==> src/rtl/calc_pkg.sv <==
// Shared constants, state encoding and BCD helpers for the calculator
// execution path and the display path.
package calc_pkg;

    localparam logic [3:0]  OP_ADD  = 4'ha;
    localparam logic [3:0]  OP_SUB  = 4'hb;
    localparam logic [3:0]  OP_MUL  = 4'hc;
    localparam logic [3:0]  OP_DIV  = 4'hd;
    localparam logic [3:0]  KEY_EQ  = 4'he;
    localparam logic [19:0] MAX_VAL = 20'd999999;

    typedef enum logic [4:0] {
        IDLE = 5'b00001,
        LOAD = 5'b00010,
        EXEC = 5'b00100,
        CONV = 5'b01000,
        DONE = 5'b10000
    } state_t;

    function automatic logic op_ok(input logic [3:0] o);
        return (o >= OP_ADD) && (o <= OP_DIV);
    endfunction

    // Double-dabble adjust: add 3 to every digit that is 5 or more
    function automatic logic [23:0] dabble(input logic [23:0] d);
        logic [23:0] r;
        for (int i = 0; i < 6; i++) begin
            if (d[i*4 +: 4] > 4'd4)
                r[i*4 +: 4] = d[i*4 +: 4] + 4'd3;
            else
                r[i*4 +: 4] = d[i*4 +: 4];
        end
        return r;
    endfunction

endpackage

==> src/rtl/calc_bin2bcd.sv <==
// Serial double-dabble, 20-bit binary to 6-digit packed BCD.
// The go edge performs the first of 20 steps; rdy returns after the last.
module calc_bin2bcd
    import calc_pkg::*;
(
    input  logic        CLK_1K,
    input  logic        RST,
    input  logic        go,
    input  logic [19:0] bin,
    output logic [23:0] bcd,
    output logic        rdy
);

    logic [19:0] sh;
    logic [4:0]  cnt;
    logic [43:0] nxt;

    assign nxt = {dabble(bcd), sh};
    assign rdy = (cnt == 5'd0);

    always_ff @(posedge CLK_1K or negedge RST) begin
        if (!RST) begin
            sh  <= '0;
            bcd <= '0;
            cnt <= '0;
        end else if (go) begin
            bcd <= {23'd0, bin[19]};
            sh  <= {bin[18:0], 1'b0};
            cnt <= 5'd19;
        end else if (cnt != 5'd0) begin
            {bcd, sh} <= {nxt[42:0], 1'b0};
            cnt       <= cnt - 5'd1;
        end
    end

endmodule

==> src/rtl/calc_exec_ctrl.sv <==
// Calculator execution sequencer: BCD load, add/sub/mul/div core,
// BCD conversion of the result and the done handshake.
module calc_exec_ctrl
    import calc_pkg::*;
(
    input  logic        CLK_1K,
    input  logic        RST,
    input  logic        start,
    input  logic [3:0]  opcode,
    input  logic [23:0] num_a,
    input  logic [23:0] num_b,
    output logic        busy,
    output logic        done,
    output logic [23:0] num_result,
    output logic        neg,
    output logic        err
);

    state_t      state;
    logic [3:0]  op;
    logic [23:0] sa, sb;
    logic [19:0] a_bin, b_bin;
    logic [39:0] acc;
    logic [4:0]  cnt;
    logic        bad, neg_r;

    logic [3:0]  dig_a, dig_b;
    logic [19:0] a_nxt, b_nxt;
    logic        load_bad;

    assign dig_a    = sa[23:20];
    assign dig_b    = sb[23:20];
    assign a_nxt    = {a_bin[16:0], 3'b000} + {a_bin[18:0], 1'b0}
                    + {16'd0, dig_a};
    assign b_nxt    = {b_bin[16:0], 3'b000} + {b_bin[18:0], 1'b0}
                    + {16'd0, dig_b};
    assign load_bad = bad || (dig_a > 4'd9) || (dig_b > 4'd9);

    logic [20:0] sum21, trial, diff21;
    logic [39:0] mul_step, div_step, res40;
    logic        sub_neg, last;

    // acc holds {partial product, multiplier} or {remainder, quotient}
    always_comb begin
        sum21    = {1'b0, acc[39:20]} + (acc[0] ? {1'b0, a_bin} : 21'd0);
        mul_step = {sum21, acc[19:1]};
        trial    = {acc[39:20], acc[19]};
        diff21   = trial - {1'b0, b_bin};
        if (trial >= {1'b0, b_bin})
            div_step = {diff21[19:0], acc[18:0], 1'b1};
        else
            div_step = {trial[19:0], acc[18:0], 1'b0};
        sub_neg = (a_bin < b_bin);
        res40   = '0;
        case (op)
            OP_ADD: res40 = {19'd0, {1'b0, a_bin} + {1'b0, b_bin}};
            OP_SUB: res40 = {20'd0, sub_neg ? b_bin - a_bin : a_bin - b_bin};
            OP_MUL: res40 = mul_step;
            default: res40 = {20'd0, div_step[19:0]};
        endcase
        last = (op == OP_ADD) || (op == OP_SUB) || (cnt == 5'd19);
    end

    logic        conv_go, conv_rdy;
    logic [23:0] conv_bcd;

    assign conv_go = (state == EXEC) && last;

    calc_bin2bcd u_bin2bcd (
        .CLK_1K (CLK_1K),
        .RST    (RST),
        .go     (conv_go),
        .bin    (res40[19:0]),
        .bcd    (conv_bcd),
        .rdy    (conv_rdy)
    );

    always_ff @(posedge CLK_1K or negedge RST) begin
        if (!RST) begin
            state      <= IDLE;
            op         <= '0;
            sa         <= '0;
            sb         <= '0;
            a_bin      <= '0;
            b_bin      <= '0;
            acc        <= '0;
            cnt        <= '0;
            bad        <= 1'b0;
            neg_r      <= 1'b0;
            busy       <= 1'b0;
            done       <= 1'b0;
            num_result <= '0;
            neg        <= 1'b0;
            err        <= 1'b0;
        end else begin
            case (state)
                IDLE: if (start) begin
                    sa    <= num_a;
                    sb    <= num_b;
                    op    <= opcode;
                    a_bin <= '0;
                    b_bin <= '0;
                    cnt   <= '0;
                    bad   <= !op_ok(opcode);
                    busy  <= 1'b1;
                    state <= LOAD;
                end
                LOAD: begin
                    sa    <= {sa[19:0], 4'h0};
                    sb    <= {sb[19:0], 4'h0};
                    a_bin <= a_nxt;
                    b_bin <= b_nxt;
                    bad   <= load_bad;
                    cnt   <= cnt + 5'd1;
                    acc   <= (op == OP_MUL) ? {20'd0, b_nxt} : {20'd0, a_nxt};
                    if (cnt == 5'd5) begin
                        cnt <= '0;
                        if (load_bad || (op == OP_DIV && b_nxt == 20'd0)) begin
                            state      <= DONE;
                            done       <= 1'b1;
                            err        <= 1'b1;
                            neg        <= 1'b0;
                            num_result <= '0;
                        end else begin
                            state <= EXEC;
                        end
                    end
                end
                EXEC: begin
                    acc   <= (op == OP_MUL) ? mul_step : div_step;
                    cnt   <= cnt + 5'd1;
                    neg_r <= (op == OP_SUB) && sub_neg;
                    if (last) begin
                        if (res40 > {20'd0, MAX_VAL}) begin
                            state      <= DONE;
                            done       <= 1'b1;
                            err        <= 1'b1;
                            neg        <= 1'b0;
                            num_result <= '0;
                        end else begin
                            state <= CONV;
                        end
                    end
                end
                CONV: if (conv_rdy) begin
                    state      <= DONE;
                    done       <= 1'b1;
                    err        <= 1'b0;
                    neg        <= neg_r;
                    num_result <= conv_bcd;
                end
                DONE: begin
                    state <= IDLE;
                    busy  <= 1'b0;
                    done  <= 1'b0;
                end
                default: begin
                    state <= IDLE;
                    busy  <= 1'b0;
                    done  <= 1'b0;
                end
            endcase
        end
    end

endmodule
==> config.mk <==
export PLATFORM = sky130hd
export DESIGN_NAME = calc_exec_ctrl
export DESIGN_NICKNAME = d
export VERILOG_FILES = /design/src/rtl/calc_pkg.sv /design/src/rtl/calc_bin2bcd.sv /design/src/rtl/calc_exec_ctrl.sv
export SDC_FILE = /design/constraint.sdc
export NUM_CORES = 1
export LEC_CHECK = 0
export CORE_ASPECT_RATIO = 1.1
export CORE_MARGIN = 2
export CORE_UTILIZATION = 45
export DETAILED_ROUTE_END_ITERATION = 6
export HOLD_SLACK_MARGIN = 0.12
export PLACE_DENSITY = 0.73
export SYNTH_ARGS = -nofsm -noshare
export SYNTH_HDL_FRONTEND = slang
export SYNTH_SLANG_ARGS = --single-unit
==> constraint.sdc <==
create_clock -name CLK_1K -period 4.8 [get_ports CLK_1K]
set_input_delay 0.72 -clock CLK_1K [delete_from_list [all_inputs] [get_ports CLK_1K]]
set_output_delay 0.72 -clock CLK_1K [all_outputs]
set_load 0.005 [all_outputs]
After elaboration in Yosys (flattened, before gate mapping)

Cells that the tools add are included.

Word-level logic and storage cells: 152
Output and inout port bits: 28
Register bits after elaboration: 221
Input bits: 55

Eq/ne operators: 16
Muxes and demuxes: 60
Bitwise gates (word level): 2
Reduce and logical (&&, ||, !) cells: 26
Magnitude comparators: 13
Add/sub/neg operators: 17

Operators by type and width:

| operator             | number |
|---|---|
| $mux 24              | 9 |
| $mux 20              | 6 |
| $pmux 40 s3          | 1 |
| $pmux 24 s2          | 2 |
| $mux 40              | 2 |
| $pmux 20 s2          | 2 |
| $pmux 40 s2          | 1 |
| $pmux 24 s3          | 1 |
| $sub 20x20->20       | 3 |
| $mux 5               | 10 |
| $add 20x20->21       | 2 |
| $add 20x20->20       | 2 |
| $add 20x4->20        | 2 |
| $gt 40x20->1 const B | 1 |
| $gt 4x3->1 const B   | 6 |
| $ge 21x20->1         | 1 |
| $add 4x2->4 const B  | 5 |
| $logic_not 20->1     | 1 |
| $lt 20x20->1         | 1 |
| $mux 4               | 5 |
| $pmux 5 s4           | 1 |
| $eq 4x4->1 const B   | 4 |
| $pmux 5 s3           | 1 |
| $mux 1               | 13 |
| other kinds (29)     | 52 |

Logic depth before layout (Yosys ltp)

Depth in word-level cells: 8
Depth in mapped cells: 20
Mapped depth without buffers: 16

Cells and area by module

From an unflattened synthesis, not the netlist that was laid out.

Cells, all modules: 2,121
Area total of the unflattened synthesis: 17,848.4 sq um

Modules (own cells, without submodules):

| module         | cells each | seq. area each (sq um) | instances | area each (sq um) |
|---|---|---|---|---|
| calc_exec_ctrl | 1,865      | 4,305.4                | 1         | 15,300.9 |
| calc_bin2bcd   | 256        | 1,201.2                | 1         | 2,547.4 |

Worst setup path after synthesis

Ideal clock, no wire load.

Path type: register to register
Start point: register a_bin[0]
End point: register num_result[0]
Period minus slack after synthesis: 4.177 ns
Required time: 4.679 ns
Setup slack: 0.623 ns
Stages on the path, launching flop included: 19
Path buffers: 3
Setup time: 0.121 ns
Arrival time: 4.056 ns
Path through: dfrtp_1 -> inv_1 -> ha_1 -> inv_1 -> fa_1 -> a21o_1 -> a221o_1 -> a211o_1 -> a21o_1 -> buf_6 -> or3_4 -> a221oi_2 -> a31o_1 -> and4_1 -> o31ai_2 -> a211o_1 -> buf_6 -> buf_6 -> a22o_1

Longest elaborated chain between the ends: 6
Elaborated cells on any way between the ends: 11
Classes of those cells: 4 x add/sub; 2 x order compare; 1 x eq/ne; 3 x mux; 1 x reduce/logical

RTL lines:

| what                                      | line                                       | text |
|---|---|---|
| from (decl)                               | calc_exec_ctrl.sv:22                       | `logic [19:0] a_bin, b_bin;` |
| from (signal assigned)                    | calc_exec_ctrl.sv:111                      | `a_bin <= a_nxt;` |
| $sub 20x20->20 (tied with other cells)    | calc_exec_ctrl.sv:57                       | `OP_SUB: res40 = {20'd0, sub_neg ? b_bin - a_bin : a_bin - b_bin};` |
| $mux 20 or $add 20x20->21 (tied branches) | calc_exec_ctrl.sv:57, calc_exec_ctrl.sv:45 |  |
| $pmux 40 s3 *                             | calc_exec_ctrl.sv:55                       | `case (op)` |
| $gt 40x20->1 *                            | calc_exec_ctrl.sv:134                      | `if (res40 > {20'd0, MAX_VAL}) begin` |
| $ne 2x1->1 (no line) *                    | --                                         |  |
| $reduce_and 6->1 (no line) *              | --                                         |  |
| to (signal assigned)                      | calc_exec_ctrl.sv:150                      | `num_result <= conv_bcd;` |
| to (decl)                                 | calc_exec_ctrl.sv:14                       | `output logic [23:0] num_result,` |

Mark *: on every way between the ends. The rest lies on a longest branch, timed or not.
A chain may end at the register's enable or synchronous reset.

Worst setup path in the final report

Start point: register a_bin[0]
End point: register neg

Longest elaborated chain between the ends: 6
Elaborated cells on any way between the ends: 11
Classes of those cells: 4 x add/sub; 2 x order compare; 1 x eq/ne; 3 x mux; 1 x reduce/logical

RTL lines:

| what                                      | line                                       | text |
|---|---|---|
| $sub 20x20->20 (tied with other cells)    | calc_exec_ctrl.sv:57                       |  |
| $mux 20 or $add 20x20->21 (tied branches) | calc_exec_ctrl.sv:57, calc_exec_ctrl.sv:45 |  |
| $pmux 40 s3 *                             | calc_exec_ctrl.sv:55                       |  |
| $gt 40x20->1 *                            | calc_exec_ctrl.sv:134                      |  |
| $ne 2x1->1 (no line) *                    | --                                         |  |
| $reduce_and 6->1 (no line) *              | --                                         |  |
| to (signal assigned)                      | calc_exec_ctrl.sv:149                      | `neg <= neg_r;` |
| to (decl)                                 | calc_exec_ctrl.sv:15                       | `output logic neg,` |

Marks and branches as above.

==> flow_summary.ini <==
[run_status]
status = finished clean

[sta]
max_freq_mhz = 219
hold_viol = 0
period_needed_ps = 4570
finalSetupTns_ps = 0
skew_ps = 20.0
worstMarginPinSlew_ps = 1020
rsz0062_at_grt = no
slew_violations = 0
period_share_pct = 95.2
timing.final.setup_violations = 0
max-slew-margin-rel_pct = 32.1

[placement]
io_buffers = 82
dpl.hpwl_mm = 42.3
place_congestion = 0.936
numPlacedInstances = 2697

[critical_path]
r2r_cells = 18
startpoint = a_bin[0]
max_stage_delay_ps = 410
worst-setup-path-type = flop to flop
worstPathCellList = inv_1 > ha_2 > inv_1 > fa_1 > a21o_1 > a221o_1 > a21oi_1 > o211ai_1 > a311o_1 > a311oi_1 > xor2_1 > a21oi_1 > and4_1 > o31ai_2 > buf_4 > a211o_1 > buf_12 > a22o_1
cp_num_buf_inv = 4
path_delay_family = compound AO/OA/AOI/OAI gates
r2r_start = a_bin[0]
slowest_stage = dfrtp_1
rr_endpoint = neg
r2r_slack_ps = 230
crit_arrival_ps = 5020
cp-end-kind = flop
path_max_fanout = 27
start_kind = flop
cp.required_ps = 5250

[yosys]
synth-simple-area-share_pct = 17.6
synth_top_flop_cell = dfrtp_1
avgSynthCellArea_um2 = 8.16
synth_top_family_by_area = compound AO/OA/AOI/OAI gates
synth_area_leaders = dfrtp_1, ha_1, nand2_1, a21oi_1, o21ai_0
synth_cell_type_count = 78
synthMuxAreaShare_pct = 1.43
synth_compound_area_share_pct = 25.7
synth_area_um2 = 17600
yosys.area.top_type_share_pct = 31.1
synth-edff-count = 0
synthAdderAreaFrac_pct = 14.0
synth_fp_nets = 2405
ys_warn_count = 0
synth_seq_cells = 220
synth_seq_area_share_pct = 31.3
synth_xor_area_share_pct = 4.87
synth_cells = 2158
synth_top_area_cell = dfrtp_1
async_reset_ff_share_pct = 100

[grt]
grt_pass1_vias = 16400
overflow = 0
grt_pass1_wl_mm = 88.0
grt_use_total_pct = 27.4
grt_max_degree = 95
antenna_found_initial = 0

[die]
die-area_um2 = 40700
rows = 76
die_y_um = 211
die-width_um = 193
core_area_um2 = 38900
start_util_pct = 45.3
pin_count = 83

[clock_network]
cts_made_buffers = 27
insertion_delay_ps = 580
cts.clk_slew.worst_paths_ps = 60
ctsHoldBuffers = 0
root_buffer = clkbuf_16
htreeDepth = 1
cts_sinks = 220
cts_tree = done
cts_max_path_buffers = 3

[cells_and_area]
drive_gt1_share_pct = 6.38
fillers = 3677
finalNonFillerCells = 2747
antenna_cells = 0
synthToLayoutAreaGrowth_pct = 14.2
final_nets = 2467

[job]
maxCapViolCount = 0

[drt]
wl_per_cell_um = 20.4
antenna_left = 0
vias = 16700
drc = 0
drtIter0Drc = 1258
viasPerCell = 6.08
first_pass_iters = 6
wl_mm = 55.9

[hold_path]
min_path_type = input port to asynchronous set/reset pin
==> layout by cell type, fill, tap and decap left out, types with 25 or more instances in the layout <==
cell	Yosys	routed
nor3_1	35	34
clkbuf_16	0	27
a22o_1	34	34
a31oi_1	55	55
o31ai_1	29	29
a211oi_1	59	58
ha_1	183	182
inv_1	108	108
buf_4	0	65
a21o_1	39	39
and2_1	28	27
nand2_1	307	305
clkdlybuf4s50_1	0	81
xor2_1	35	35
nor2_1	143	140
o21ai_0	151	151
xnor2_1	63	63
a21oi_1	206	206
dfrtp_1	219	219
nor2b_1	27	27
o211ai_1	25	25
nand3_1	47	46
==> state kept, by name, summed over array words and instances (netlist names), 19 cells and up <==
register and count:
sb 24, a_bin 20, sa 24, u_bin2bcd.bcd 24, b_bin 20, u_bin2bcd.sh 19
num_result 24, acc 40
==> worst max-delay path by stage <==
stage,endpoint,slack [ps],cells past startpoint
floorplan,num_result[0],620,18
global route,neg,20,21
finish,neg,230,18
CTS,neg,260,17
global placement,num_result[16],350,18
detailed placement,num_result[10],280,18
==> area by class of cell <==
| cell class | count | area (um^2) | area share (%) |
|---|---|---|---|
| sequential | 220 | 5510 | 27.4 |
| clock buffer | 39 | 791 | 3.93 |
| tap | 507 | 634 | 3.15 |
| multi-input combinational | 1711 | 11300 | 56.0 |
| clock inverter | 10 | 128 | 0.634 |
| inverter | 110 | 413 | 2.05 |
| timing repair buffer | 150 | 1370 | 6.83 |
==> routing by layer <==
layer | GRT usage, % | share of wire (%) | vias up
met3 | 3.12 | 5.4 | 181
met5 | 0 | 0 | -
met4 | 14.3 | 5.7 | 0
li1 | - | - | 7875
met1 | 32.6 | 40 | 8021
met2 | 48.4 | 49 | 628
==> per-stage QoR <==
stage | area [um^2] | util [%] | hold slack, ps | setup slack, ps
after floorplan | 17600 | - | 424 | 623
after global placement | 19200 | 49.3 | 461 | 346
after detailed placement | 19200 | 49.3 | 471 | 280
after CTS | 20100 | 51.7 | 179 | 260
after global routing | 20100 | 51.7 | 208 | 16.9
final | 20100 | 51.7 | 155 | 228
==> cell usage after synthesis, drive strengths merged, types with 21 or more instances <==
library cell / number
nand2: 307
dfrtp: 219
a21oi: 207
ha: 183
o21ai: 155
nor2: 143
inv: 109
clkbuf: 94
xnor2: 63
a211oi: 59
a31oi: 55
nand3: 47
a21o: 39
nor3: 35
xor2: 35
a22o: 34
o31ai: 30
and2: 28
nor2b: 27
o211ai: 25
mux2i: 24
buf: 23
o21bai: 21
==> repair_timing <==
item,in CTS,in global routing
gates resized for setup,0,4
endpoints found under the setup margin,0,26
buffers inserted,0,1
==> cell families (layout without fill, tap and decap cells) <==
logic type | count (synthesis) | count (layout)
compound gates | 713 | 713
simple gates | 683 | 683
buf+inv | 227 | 309
flops | 220 | 220
fa+ha+maj | 192 | 192
xor+xnor | 98 | 98
mux | 25 | 25
Power is left out: the tool's default activity adds up to more than one toggle a clock period on the data nets, which glitch-free logic cannot reach.
